### config.mk
export PLATFORM = sky130hd
export DESIGN_NAME = hpu_vram_arb
export DESIGN_NICKNAME = d
export VERILOG_FILES = /design/src/rtl/hpu_vram_arb.sv
export SDC_FILE = /design/constraint.sdc
export NUM_CORES = 1
export LEC_CHECK = 0
export ABC_CLOCK_PERIOD_IN_PS = 1700
export CORE_UTILIZATION = 28
export DETAILED_ROUTE_END_ITERATION = 10
export PLACE_DENSITY = 0.77
export SKIP_CTS_REPAIR_TIMING = 1
export SYNTH_ARGS = -nofsm -noshare
export SYNTH_HDL_FRONTEND = slang
export SYNTH_SLANG_ARGS = --single-unit
### constraint.sdc
create_clock -name clk -period 1.7 [get_ports clk]
set_input_delay 0.17 -clock clk [delete_from_list [all_inputs] [get_ports clk]]
set_output_delay 0.17 -clock clk [all_outputs]
set_load 0.02 [all_outputs]
### src/rtl/hpu_vram_arb.sv
// VRAM arbiter: tile fetcher, sprite engine and CPU share one single-port VRAM.
// Winner is picked combinationally each cycle; owner tag routes the next cycle's read data.
module hpu_vram_arb #(
  parameter int CPU_STARVE_LIMIT = 8
) (
  input  logic        clk,
  input  logic        reset,
  input  logic        tile_active,
  input  logic [15:0] tile_addr,
  output logic [7:0]  tile_data,
  input  logic        spr_req,
  input  logic [15:0] spr_addr,
  output logic        spr_gnt,
  output logic        spr_rvalid,
  output logic [7:0]  spr_rdata,
  input  logic        cpu_req,
  input  logic        cpu_we,
  input  logic [15:0] cpu_addr,
  input  logic [7:0]  cpu_wdata,
  output logic        cpu_ack,
  output logic [7:0]  cpu_rdata,
  output logic [15:0] mem_addr,
  output logic        mem_we,
  output logic [7:0]  mem_wdata,
  input  logic [7:0]  mem_rdata
);

  typedef enum logic [1:0] {S_IDLE = 2'd0, S_WAIT = 2'd1, S_RDATA = 2'd2} state_t;
  typedef enum logic [1:0] {OWN_NONE = 2'd0, OWN_TILE = 2'd1, OWN_SPR = 2'd2, OWN_CPU = 2'd3} owner_t;

  localparam logic [3:0] LIMIT = 4'(CPU_STARVE_LIMIT);

  state_t     r_state, w_state_nxt;
  owner_t     r_owner, w_win;
  logic [3:0] r_cnt, w_cnt_nxt;
  logic       r_cpu_ack, w_cpu_ack_nxt;
  logic [7:0] r_cpu_rdata;
  logic       w_cpu_elig, w_starved;

  // The CPU competes only before its grant; the RDATA and ack cycles ignore a still-held cpu_req.
  assign w_cpu_elig = cpu_req && !r_cpu_ack && (r_state == S_IDLE || r_state == S_WAIT);
  assign w_starved  = (r_cnt == LIMIT);

  always_comb begin
    w_win = OWN_NONE;
    if (reset)                       w_win = OWN_NONE;
    else if (tile_active)            w_win = OWN_TILE;
    else if (w_cpu_elig && w_starved) w_win = OWN_CPU;
    else if (spr_req)                w_win = OWN_SPR;
    else if (w_cpu_elig)             w_win = OWN_CPU;
  end

  always_comb begin
    mem_addr  = tile_addr;
    mem_we    = 1'b0;
    mem_wdata = 8'h00;
    case (w_win)
      OWN_SPR: mem_addr = spr_addr;
      OWN_CPU: begin
        mem_addr  = cpu_addr;
        mem_we    = cpu_we;
        mem_wdata = cpu_wdata;
      end
      default: ;
    endcase
  end

  always_comb begin
    w_state_nxt   = r_state;
    w_cpu_ack_nxt = 1'b0;
    case (r_state)
      S_IDLE, S_WAIT: begin
        if (w_cpu_elig) begin
          if (w_win == OWN_CPU) begin
            if (cpu_we) begin
              w_state_nxt   = S_IDLE;
              w_cpu_ack_nxt = 1'b1;
            end else begin
              w_state_nxt = S_RDATA;
            end
          end else begin
            w_state_nxt = S_WAIT;
          end
        end else begin
          w_state_nxt = S_IDLE;
        end
      end
      S_RDATA: begin
        w_state_nxt   = S_IDLE;
        w_cpu_ack_nxt = 1'b1;
      end
      default: w_state_nxt = S_IDLE;
    endcase
  end

  // Counts sprite wins over a waiting CPU, so the CPU wins right after LIMIT sprite grants.
  always_comb begin
    w_cnt_nxt = r_cnt;
    if (!cpu_req || w_win == OWN_CPU)
      w_cnt_nxt = 4'd0;
    else if (w_cpu_elig && w_win == OWN_SPR && r_cnt != LIMIT)
      w_cnt_nxt = r_cnt + 4'd1;
  end

  always_ff @(posedge clk or posedge reset) begin
    if (reset) begin
      r_state     <= S_IDLE;
      r_owner     <= OWN_NONE;
      r_cnt       <= 4'd0;
      r_cpu_ack   <= 1'b0;
      r_cpu_rdata <= 8'h00;
    end else begin
      r_state   <= w_state_nxt;
      r_owner   <= w_win;
      r_cnt     <= w_cnt_nxt;
      r_cpu_ack <= w_cpu_ack_nxt;
      if (r_state == S_RDATA)
        r_cpu_rdata <= mem_rdata;
    end
  end

  assign tile_data  = mem_rdata;
  assign spr_gnt    = (w_win == OWN_SPR);
  assign spr_rvalid = (r_owner == OWN_SPR);
  assign spr_rdata  = spr_rvalid ? mem_rdata : 8'h00;
  assign cpu_ack    = r_cpu_ack;
  assign cpu_rdata  = r_cpu_rdata;

endmodule

==> flow_summary.toml, run 1 <==
[place]
dp_hpwl_um = 3690
dpl_worst_slack_ps = -936
io_buffers = 121
globalplace.congestion = 0.759
place_area_um2 = 2810

[clock_network]
clock_path_buffers = 2
cts_sinks = 17
cts_root_buffer = "clkbuf_8"
htreeDepth = 1
cts_made_buffers = 3
cts_tree = "built"
clk_latency_ps = 250
clkTransAtPathRegs_ps = 60

[pwr]
cellLeakagePower_nw = 1.42
p_sw_share_pct = 31.1
combPwrFrac_pct = 48.7
clock_power_share_pct = 19.3
p_sw_uw = 470
ir_drop_uv = 264
internal-power_mw = 1.04
seq_power_share_pct = 32.0
p_per_area_nw_per_um2 = 507
totalPowerFinal_mw = 1.51

[final_layout]
finalNetCount = 362
multi_input_area_um2 = 873
fillers = 392
layout_commonest_cell = "clkdlybuf4s50_1"
regArea_um2 = 427
final_cell_mix = "85 x clkdlybuf4s50_1, 31 x buf_4, 20 x inv_1, 16 x a221o_1, 16 x dfrtp_1"
drive_gt1_share_pct = 35.6
fin_area_um2 = 2980
antenna-diode-count = 0
area_growth_pct = 119

[critical_path]
required_ps = 1530
start_kind = "flop"
critPathArrivalTime_ps = 2000
critPathKind = "reg2out"
crit_fanout = 9
end_kind = "output pin"

[detailed_routing]
dr.pass1.iters = 6
avgViaCountPerCell = 4.97
ant_nets = 0
drt_iter0_markers = 86
drc = 0
wl_per_cell_um = 14.1
vias = 1706
wl_um = 4820

[grt]
antenna_found_initial = 0
grt_pass1_vias = 1548
grt_pass1_wl_um = 7110
overflow = 0
grt_max_degree = 19
grtUsageTotal_pct = 17.3

[synth]
yosysUniqueCellTypes = 33
syn_nets = 223
synth_top_family_by_area = "compound AO/OA/AOI/OAI gates"
synthesis.area_um2 = 1360
synth_mux_area_share_pct = 6.61
synthArstFlopShare_pct = 100
syn_inst = 151
ys_ff_latch = 17
yosysSeqAreaShare_pct = 31.2
ys_warn_count = 0
synth_xor_area_share_pct = 0
synth_fa_ha_area_share_pct = 1.84
synth-simple-area-share_pct = 17.2
synth-edff-count = 0
synthFlopType = "dfrtp_1"
synth.avg_cell_area_um2 = 9.02
synth_compound_area_share_pct = 28.3

[timing]
post-route-period-util_pct = 127
layout_setup_ws_ps = -467
final_hold_viol_count = 0
setup_viol = 28
tightest_slew_ps = 577
timing.fmax_ghz = 0.461
fin_skew_ps = 3.27
slew_headroom_pct = 61.6
slew_viol_final = 0
rsz0062_at_grt = "true"
min_period_ps = 2170

[floorplan]
pin_count = 122
initial_core_util_pct = 29.0
die_w_um = 71.8
core_area_um2 = 4690
fp.dieH_um = 71.8
row_count = 25
die_area_um2 = 5150

[flow_run]
cap_violations = 0

[outcome]
status = "finished with violations"
violations = "negative setup slack"

[hold_path]
hold_path_class = "in2reg"
## cells in the mapped netlist, drive strengths merged (2+ instances only)
cell type  instances  area share [%]
a2111oi           16              10
a221o             16              12
and2              18             8.3
buf               10             6.1
clkbuf            12             3.3
dfrtp             17              31
ha                 2             1.8
inv               20             5.5
mux2               8             6.6
nand2              3            0.83
nand4              3             1.4
nor2               3            0.83
nor2b              3             1.4
o21ai              2            0.73
o22ai              2            0.92
or3b               2             1.5
## state kept, by name (all words and copies together) (netlist names)
name       count
r_state        2
r_cnt          4
cpu_ack        1
cpu_rdata      8
r_owner        2
## path summary, 6_finish.rpt
kind | startpoint | endpoint | slack (ps) | cells past startpoint
setup / recovery | cpu_ack | mem_addr[10] | -470 | 5
hold reg to reg | cpu_rdata[0] | cpu_rdata[0] | 510 | 1
setup reg to reg | cpu_ack | r_state[1] | -20 | 7
max in group asynchronous | reset | cpu_ack | 1060 | 4
hold / removal | cpu_req | r_cnt[2] | 390 | 3
min in group asynchronous | reset | r_cnt[2] | 430 | 4
## metrics by stage
stage / utilization, % / hold WS [ps] / TNS (ps) / cells
floorplan: - / 104 / -2360 / 151
global placement: 59.8 / 487 / -22980 / 333
detailed placement: 59.8 / 497 / -22990 / 333
CTS: 60.8 / 429 / -23470 / 337
global route: 63.5 / 396 / -12480 / 343
finish: 63.5 / 387 / -10310 / 343
## power groups by stage
| stage | registers (mW) | clock network, mW | logic, mW |
|---|---|---|---|
| after floorplan | 0.547 | 0 | 0.248 |
| after global placement | 0.485 | 0 | 0.717 |
| after detailed placement | 0.490 | 0 | 0.726 |
| after CTS | 0.483 | 0.304 | 0.727 |
| after global routing | 0.491 | 0.321 | 0.779 |
| final | 0.483 | 0.292 | 0.736 |
## worst max-delay path, stage by stage, from the launching register on
cell	delay, ps
dfrtp_2	400
or3b_4	410
o211a_4	270
buf_12	140
a221o_1	370
buf_6	150
## cells by family (layout without fill, tap and decap cells)
family                   after synthesis  in the layout
AND/OR/NAND/NOR                       38             38
buffers and inverters                 42            180
multiplexers                           8              8
AO/OA/AOI/OAI                         44             44
adder cells (fa/ha/maj)                2              2
flip-flops                            17             17
## cell type report
type	instances	area share (%)
clock buffer	4	1.51
inverter	20	2.52
tap	54	2.27
sequential	17	14.3
timing repair buffer	156	50.1
multi-input combinational	92	29.3
## metal layers
metal	up-vias	global-route usage [%]	wire (um)
met5	-	0	0
met3	8	3.94	209
met4	0	4.36	65
met2	53	30.3	2620
li1	838	-	-
met1	807	21.4	1930
No activity file was read; power rests on OpenSTA's default activity.
==> run 2, diff against run 1 <==
Settings changed: SKIP_LAST_GASP set to 1.
==> flow_summary.toml, run 2 (synthesis gave the netlist of run 1 again) <==
[timing]
tightest_slew_ps = 545
rsz0062_at_grt = "true"
post-route-period-util_pct = 127
slew_headroom_pct = 63.7
min_period_ps = 2170
setup_viol = 28
hold_ws_ps = 386
final_hold_viol_count = 0
layout_setup_ws_ps = -466
fin_skew_ps = 3.27
setup_tns_ps = -10430
slew_viol_final = 0
timing.fmax_ghz = 0.462

[grt]
antenna_found_initial = 0
grtUsageTotal_pct = 17.3
overflow = 0
grt_pass1_wl_um = 7110
grt_max_degree = 19
grt_pass1_vias = 1548

[clock_network]
cts_sinks = 17
cts_root_buffer = "clkbuf_8"
cts_tree = "built"
cts_made_buffers = 3
htreeDepth = 1
clk_latency_ps = 250
clkTransAtPathRegs_ps = 60
clock_path_buffers = 2

[floorplan]
die_w_um = 71.8
die_area_um2 = 5150
pin_count = 122
initial_core_util_pct = 29.0
row_count = 25
fp.dieH_um = 71.8
core_area_um2 = 4690

[critical_path]
r2r_start = "r_cnt[0]"
crit_fanout = 9
reg2reg_slack_ps = -30
critPathKind = "reg2out"
r2r.worst_path.cells = 10
end_kind = "output pin"
r2r_end = "cpu_ack"
start_kind = "flop"
required_ps = 1530
critPathArrivalTime_ps = 2000

[final_layout]
drive_gt1_share_pct = 34.6
largest_reg_flops = 8
area_growth_pct = 116
finalNetCount = 362
final_util_pct = 62.8
antenna-diode-count = 0
final_cell_mix = "85 x clkdlybuf4s50_1, 29 x buf_4, 20 x inv_1, 18 x clkbuf_2"
layout_commonest_cell = "clkdlybuf4s50_1"

[hold_path]
hold_path_class = "in2reg"
hold_path_end = "r_cnt[2]"
hp-start = "cpu_req"
hold_depth = 3

[place]
dp_hpwl_um = 3690
globalplace.congestion = 0.759
io_buffers = 121

[detailed_routing]
avgViaCountPerCell = 5.02
ant_nets = 0
drt_iter0_markers = 84
wl_um = 4760
dr.pass1.iters = 6
vias = 1723
wl_per_cell_um = 13.9
drc = 0

[pwr]
cellLeakagePower_nw = 1.42
ir_drop_uv = 264
totalPowerFinal_mw = 1.50
p_per_area_nw_per_um2 = 510

[outcome]
status = "finished with violations"
violations = "negative setup slack"

[flow_run]
cap_violations = 0
## run 2: cell types whose count changed in the layout (fill, tap and decap cells not counted), sizes merged
cell,change
buf,-13
clkbuf,+13
## run 2: layer usage
layer | GRT usage (%) | vias to the layer above | routed length, um
li1 | - | 840 | -
met2 | 30.3 | 58 | 2570
met3 | 3.94 | 6 | 204
met5 | 0 | - | 0
met4 | 4.36 | 0 | 46
met1 | 21.4 | 819 | 1940
## run 2: through the flow
stage	worst slack, ps	area (um^2)	std cells
floorplan	-184	1420	151
global placement	-900	2810	333
detailed placement	-936	2810	333
CTS	-953	2850	337
global route	-526	2950	343
finish	-466	2950	343
## run 2: report_power, final
| group | switching [mW] | internal (mW) | total (mW) | leakage [nW] |
|---|---|---|---|---|
| clock | 0.125 | 0.166 | 0.291 | 0.0228 |
| combinational | 0.315 | 0.412 | 0.728 | 1.18 |
| sequential | 0.0256 | 0.458 | 0.483 | 0.213 |
## run 2: worst max-delay path, cell delays in order, from the launching register on
cell	delay, ps
dfrtp_2	400
or3b_4	410
o211a_4	270
buf_12	140
a221o_1	370
buf_6	150
## run 2: layout make-up
| type | count | area, um^2 |
|---|---|---|
| clock buffers | 4 | 45.0 |
| well taps | 54 | 67.6 |
| multi-input cells | 92 | 858 |
| inverters | 20 | 75.1 |
| flip-flops and latches | 17 | 427 |
| repair buffers | 156 | 1470 |
| fillers | 397 | 1750 |
## run 2: worst max path at each step
stage / start / endpoint / slack, ps / depth (start not counted)
after floorplan: cpu_ack / mem_addr[0] / -180 / 5
after global placement: cpu_req / mem_addr[7] / -900 / 6
after detailed placement: cpu_req / mem_addr[13] / -940 / 6
after CTS: r_cnt[0] / mem_addr[10] / -950 / 7
after global routing: r_cnt[0] / mem_addr[10] / -530 / 8
final: cpu_ack / mem_addr[10] / -470 / 5
